[src/rtl/flag_event_sender.sv]
// Source-side driver for the clkA toggle/ack flag crossing: queues event strobes and issues one flag per ack round trip.
// Optional acknowledge timeout is compiled in with `define FLAG_EVENT_SENDER_TIMEOUT_EN.
module flag_event_sender #(
    parameter int CNT_W   = 4,
    parameter int TIMEOUT = 1024
) (
    input  logic             clkA,
    input  logic             rstA,
    input  logic             evt_in,
    input  logic             err_clr,
    input  logic             Busy_clkA,
    output logic             FlagIn_clkA,
    output logic [CNT_W-1:0] pending,
    output logic             idle,
    output logic             overflow,
    output logic             timeout_err
);

    typedef enum logic [1:0] {
        IDLE     = 2'd0,
        ISSUE    = 2'd1,
        WAIT_ACK = 2'd2
    } state_t;

    localparam logic [CNT_W-1:0] PEND_MAX  = {CNT_W{1'b1}};
    localparam logic [CNT_W-1:0] PEND_ZERO = {CNT_W{1'b0}};
    localparam logic [CNT_W-1:0] PEND_ONE  = CNT_W'(1);

    state_t           state_r;
    state_t           state_s;
    logic [CNT_W-1:0] pending_r;
    logic [CNT_W-1:0] pending_s;
    logic             flag_r;
    logic             overflow_r;
    logic             dec_s;
    logic             drop_s;
    logic             tmo_hit_s;

    // Next-state logic; IDLE also holds off while a stale Busy is still high.
    always_comb begin
        state_s = state_r;
        case (state_r)
            IDLE: begin
                if ((pending_r != PEND_ZERO) && !Busy_clkA) begin
                    state_s = ISSUE;
                end else begin
                    state_s = IDLE;
                end
            end
            ISSUE: begin
                state_s = WAIT_ACK;
            end
            WAIT_ACK: begin
                if (!Busy_clkA || tmo_hit_s) begin
                    state_s = IDLE;
                end else begin
                    state_s = WAIT_ACK;
                end
            end
            default: begin
                state_s = IDLE;
            end
        endcase
    end

    assign dec_s = (state_r == IDLE) && (state_s == ISSUE);

    // Saturating pending counter update; an event arriving at full count with no issue is dropped.
    always_comb begin
        pending_s = pending_r;
        drop_s    = 1'b0;
        if (evt_in && !dec_s) begin
            if (pending_r == PEND_MAX) begin
                drop_s = 1'b1;
            end else begin
                pending_s = pending_r + PEND_ONE;
            end
        end else if (!evt_in && dec_s) begin
            pending_s = pending_r - PEND_ONE;
        end else begin
            pending_s = pending_r;
        end
    end

    // State, pending count and flag registers; the flag is registered from the next state.
    always_ff @(posedge clkA) begin
        if (rstA) begin
            state_r   <= IDLE;
            pending_r <= PEND_ZERO;
            flag_r    <= 1'b0;
        end else begin
            state_r   <= state_s;
            pending_r <= pending_s;
            flag_r    <= (state_s == ISSUE);
        end
    end

    // Sticky overflow flag; a new drop outranks a simultaneous clear.
    always_ff @(posedge clkA) begin
        if (rstA) begin
            overflow_r <= 1'b0;
        end else if (drop_s) begin
            overflow_r <= 1'b1;
        end else if (err_clr) begin
            overflow_r <= 1'b0;
        end else begin
            overflow_r <= overflow_r;
        end
    end

`ifdef FLAG_EVENT_SENDER_TIMEOUT_EN
    localparam int TMO_W = $clog2(TIMEOUT + 1);

    logic [TMO_W-1:0] tmo_cnt_r;
    logic             timeout_err_r;

    assign tmo_hit_s = (state_r == WAIT_ACK) && Busy_clkA &&
                       (tmo_cnt_r == TMO_W'(TIMEOUT - 1));

    // Busy-high cycle counter, restarted as each flag goes out.
    always_ff @(posedge clkA) begin
        if (rstA) begin
            tmo_cnt_r <= {TMO_W{1'b0}};
        end else if (state_r == ISSUE) begin
            tmo_cnt_r <= {TMO_W{1'b0}};
        end else if ((state_r == WAIT_ACK) && Busy_clkA) begin
            tmo_cnt_r <= tmo_cnt_r + TMO_W'(1);
        end else begin
            tmo_cnt_r <= tmo_cnt_r;
        end
    end

    // Sticky timeout flag; the timed-out event is treated as sent.
    always_ff @(posedge clkA) begin
        if (rstA) begin
            timeout_err_r <= 1'b0;
        end else if (tmo_hit_s) begin
            timeout_err_r <= 1'b1;
        end else if (err_clr) begin
            timeout_err_r <= 1'b0;
        end else begin
            timeout_err_r <= timeout_err_r;
        end
    end

    assign timeout_err = timeout_err_r;
`else
    logic unused_timeout_s;

    assign unused_timeout_s = (TIMEOUT > 32'sd0);
    assign tmo_hit_s        = 1'b0;
    assign timeout_err      = 1'b0;
`endif

    assign FlagIn_clkA = flag_r;
    assign pending     = pending_r;
    assign overflow    = overflow_r;
    assign idle        = (state_r == IDLE) && (pending_r == PEND_ZERO);

endmodule
[config.mk]
export PLATFORM = sky130hd
export DESIGN_NAME = flag_event_sender
export DESIGN_NICKNAME = d
export VERILOG_FILES = /design/src/rtl/flag_event_sender.sv
export SDC_FILE = /design/constraint.sdc
export NUM_CORES = 1
export LEC_CHECK = 0
export CORE_MARGIN = 3
export CORE_UTILIZATION = 30
export DETAILED_ROUTE_END_ITERATION = 10
export PLACE_DENSITY_LB_ADDON = 0.12
export SYNTH_ARGS = -nofsm -noshare
export SYNTH_HDL_FRONTEND = slang
export SYNTH_SLANG_ARGS = --single-unit
[constraint.sdc]
create_clock -name clkA -period 2.7 [get_ports clkA]
set_input_delay 0.54 -clock clkA [delete_from_list [all_inputs] [get_ports clkA]]
set_output_delay 0.54 -clock clkA [all_outputs]
set_load 0.005 [all_outputs]
After elaboration in Yosys (flattened, before gate mapping)
Index checks and enable logic that the tools add are counted.
{ "op_classes": {"mux": 10, "n_eq_ne": 5, "add_sub_neg": 2, "reduce_logical": 14} }
{ "ops": {"columns": ["op", "count"], "rows": [
  ["4-bit two-way mux", 3],
  ["2-bit case mux with 3 select lines", 1],
  ["1-bit logical AND", 5],
  ["1-bit two-way mux", 5],
  ["4-bit by 1-bit adder with 4-bit output (second input constant)", 1],
  ["2-bit by 1-bit equality test with 1-bit output (second input constant)", 2],
  ["4-bit equality test (second input constant)", 1],
  ["4-bit logical NOT", 1],
  ["2-bit nonzero test", 2],
  ["4-bit nonzero test", 1],
  ["4-bit by 1-bit subtractor with 4-bit output (second input constant)", 1],
  ["1-bit logical NOT", 3],
  ["2-bit equality test (second input constant)", 1],
  ["2-bit logical NOT", 1],
  ["2-bit two-way mux", 1],
  ["2-bit inequality test (second input constant)", 1],
  ["2-bit AND reduction", 1]
]} }
{ "word_totals": {"regBits": 8, "output_inout_bits": 8} }

Depth between registers and ports, before layout
{ "depth": {"ltp_word": 10, "mapped_depth": 8, "ltp_nobuf": 8} }

Worst setup path after synthesis
OpenSTA, ideal clock, no wires.
{ "synth_path": {"path_type": "reg-to-reg", "startpoint": "reg pending_r[1] (netlist: pending[1])", "endpoint": "reg pending_r[3] (netlist: pending[3])", "setup_slack_ps": 241, "path_stages_with_launch": 9, "setup_ps": 93, "t_required_ps": 2607, "arrival_time_ps": 2366, "cell_sequence": "dfxtp_1 > or4_4 > nand2_1 > nand2_1 > ha_1 > a21oi_1 > nand2_1 > or4b_1 > o311ai_2"} }
{ "synth_between": {"elab_chain_cells": 10, "elab_cells_between_ends": 18} }
{ "synth_lines": {"columns": ["element", "line", "source"], "rows": [
  ["start, declared", "31", "logic [CNT_W-1:0] pending_r;"],
  ["start signal, assigned", "93", "pending_r <= pending_s;"],
  ["4-bit nonzero test", "44", "if ((pending_r != PEND_ZERO) && !Busy_clkA) begin"],
  ["1-bit logical AND", "44", null],
  ["1-bit two-way mux", "44", null],
  ["2-bit case mux with 3 select lines", "42", "case (state_r)"],
  ["2-bit by 1-bit equality test with 1-bit output", "66", "assign dec_s = (state_r == IDLE) && (state_s == ISSUE);"],
  ["1-bit logical AND", "66", null],
  ["1-bit logical NOT", "72", "if (evt_in && !dec_s) begin"],
  ["1-bit logical AND", "72", null],
  ["2-bit inequality test (no line) / 2-bit nonzero test (equally long branches)", null, null],
  ["2-bit AND reduction (no line)", null, null]
]} }
Parallel ways exist; a longest one is shown, timed or not. The select of a mux whose other input is x is not followed.
A chain may end at the register's enable or synchronous reset.

Worst setup path in the final report
{ "layout_path": {"startpoint": "in Busy_clkA", "endpoint": "reg pending_r[3] (netlist: pending[3])"} }
{ "layout_between": {"elab_chain_cells": 10, "elab_cells_between_ends": 14} }
{ "layout_lines": {"columns": ["element", "line", "source"], "rows": [
  ["start, declared", "11", "input logic Busy_clkA,"],
  ["1-bit logical NOT", null, null],
  ["1-bit logical AND", "44", null],
  ["1-bit two-way mux", "44", null],
  ["2-bit case mux with 3 select lines (*)", "42", null],
  ["2-bit by 1-bit equality test with 1-bit output (*)", "66", null],
  ["1-bit logical AND (*)", "66", null],
  ["1-bit logical NOT", "72", null],
  ["1-bit logical AND", "72", null],
  ["2-bit inequality test (no line) / 2-bit nonzero test (equally long branches)", null, null],
  ["2-bit AND reduction (no line)", null, null]
]} }
Every way passes the cells marked *; elsewhere a longest branch is shown, timed or not.

==> impl_metrics.ini <==
[global_route]
grt_max_degree = 12
grt_pass1_vias = 383
overflow = 0
antenna_found_initial = 0
grt.total_usage_pct = 11.3
grt_pass1_wl_um = 1710

[outcome]
status = finished clean

[routing]
drcViolationCount = 0
firstDrtPassIters = 4
vias = 441
wl_um = 1110
ant_nets = 0
routedWlPerCell_um = 12.7
drt-initial-drc-count = 1
viasPerCell = 5.07

[setup_path]
arrival_ps = 2670
required_ps = 2860
path_class = in2reg
r2r_cells = 8
end_kind = flip-flop
setup.worst_path.start_class = input pin
critPathMaxFanout = 3

[finish]
nets = 81
syn_to_final_growth_pct = 37.6
fin_cells = 87
final_area_um2 = 696
final_common_cell = clkdlybuf4s50_1
diodes = 0
drive_above_1_share_pct = 26.8
final_cell_mix = 11 x clkdlybuf4s50_1, 8 x dfxtp_1, 8 x buf_4

[yosys]
synthTopCellsByArea = dfxtp_1 32%, ha_1 5.0%, nor3b_2 5.0%
yosysSeqAreaShare_pct = 31.7
ys_types = 29
syn_nets = 60
yosys.area.top_type_share_pct = 31.7
synthMuxAreaShare_pct = 6.19
synth_top_family_by_area = simple AND/OR/NAND/NOR gates
ys_ff_latch = 8
synthCells = 52
synth-simple-area-share_pct = 30.4
syn_avg_cell_area_um2 = 9.72
yosys.area.top_type = dfxtp_1
synth-compound-area-share_pct = 14.4
synth_adder_area_share_pct = 8.91
synth-xor-area-share_pct = 1.73
yosys_warnings = 0
netlist_area_um2 = 505

[clocking]
numClockSinks = 8
cts_tree = built
insertion_delay_ps = 250
cts.path.max_buffers = 2
htree_levels = 1
ctsResizeCount = 0
holdBufCountCts = 0
cts_root_buf = clkbuf_4
cts_buffers = 3
cts_post_setup_buffers_inserted = 0
clk_pin_slew_ps = 60

[power]
p_leak_nw = 0.285
powerDensity_nw_per_um2 = 987
irDropWorstVdd_v = 0.000389

[floorplan]
dieArea_um2 = 2210
core_area_um2 = 1540
initial_utilization_pct = 32.8
die_height_um = 47.1
fp.dieW_um = 47.1
io_pins = 13
row_count = 14

[sta]
final-hold-violation-count = 0
finClkSkew_ps = 4.62
drv_slew = 0
hold_ws_ps = 518
timing.final.crit_share_pct = 92.9
fmax_mhz = 399
rsz0062_at_grt = false
layout_min_cycle_time_ps = 2510
fin_ws_ps = 193
setup_viol = 0

[placed_design]
dp_hpwl_um = 856
pre_cts_ws_ps = -65.1
io_buffers = 11
place_inst = 84
place_congestion = 0.761
place_area_um2 = 673

[job]
cap_violations = 0

[min_path]
hold_path_class = reg2reg
worstHoldPathCells = 2
[cell families after synthesis]
kind of cell,count (synthesis)
adders and majority gates,3
DFF,8
and+or+nand+nor,23
xor gates and xnor gates,1
other,1
buffers and inverters,5
AOI/OAI and AO/OA,8
muxes,3
[path summary, 6_finish.rpt]
| path | startpoint | to | slack, ps |
|---|---|---|---|
| hold reg to reg | overflow | overflow | 520 |
| setup reg to reg | pending[3] | pending[3] | 250 |
| setup / recovery | Busy_clkA | pending[3] | 190 |
| hold / removal | overflow | overflow | 520 |
[layout make-up]
type	instances	area (um^2)
multi-input cells	39	315
repair buffers	19	170
flip-flops and latches	8	160
fillers	158	846
clock buffers	3	22.5
inverters	2	7.51
well taps	16	20.0
[critical path, cell delays in order]
cell	delay (ps)
clkdlybuf4s50_1	460
nor3_4	260
nand2_1	110
nand2_1	130
ha_1	280
a21oi_1	200
nand2_1	100
or4b_1	520
o311ai_2	80
[per-stage QoR]
stage | utilization (%) | setup TNS [ps] | power (W)
2_1_floorplan | - | 0 | 0.000408
3_3_place_gp | 43.7 | -18.8 | 0.000593
3_5_place_dp | 43.7 | -65.1 | 0.000598
4_1_cts | 45.1 | 0 | 0.000695
5_1_grt | 45.1 | 0 | 0.000743
6_report | 45.1 | 0 | 0.000686
[per-layer routing]
metal / wire length (um) / share of wire, % / vias up / GRT usage [%]
met5: 0 / 0 / - / 0
met4: 9 / 0.81 / 0 / 6.63
met3: 48 / 4.3 / 2 / 2.30
met2: 501 / 45 / 7 / 15.4
met1: 549 / 50 / 211 / 16.2
li1: - / - / 221 / -
[state kept, by name (all words and copies together) (netlist names)]
register,flops
FlagIn_clkA,1
overflow,1
pending,4
state_r,2
[where the power goes]
group / total, W / switching [W] / internal (W)
clock: 0.0000924 / 0.0000414 / 0.0000509
combinational: 0.000412 / 0.000169 / 0.000243
sequential: 0.000182 / 0.0000311 / 0.000151
total: 0.000686 / 0.000242 / 0.000444
[cells in the mapped netlist]
master,number
nand3_1,1
mux2i_1,2
clkbuf_1,1
ha_1,2
nor3_4,1
conb_1,1
or2b_1,2
or4b_1,1
fa_1,1
mux2_2,1
and4_2,1
or4_4,1
xnor2_1,1
inv_1,2
a211oi_4,1
o311ai_2,1
buf_4,1
nor3_1,3
a211oi_1,1
nor3b_2,2
nand2b_1,1
a32oi_1,1
buf_6,1
nor2_1,5
a21oi_1,2
and3_1,1
dfxtp_1,8
o21ai_0,2
nand2_1,4
No activity file was read; power rests on OpenSTA's default activity.
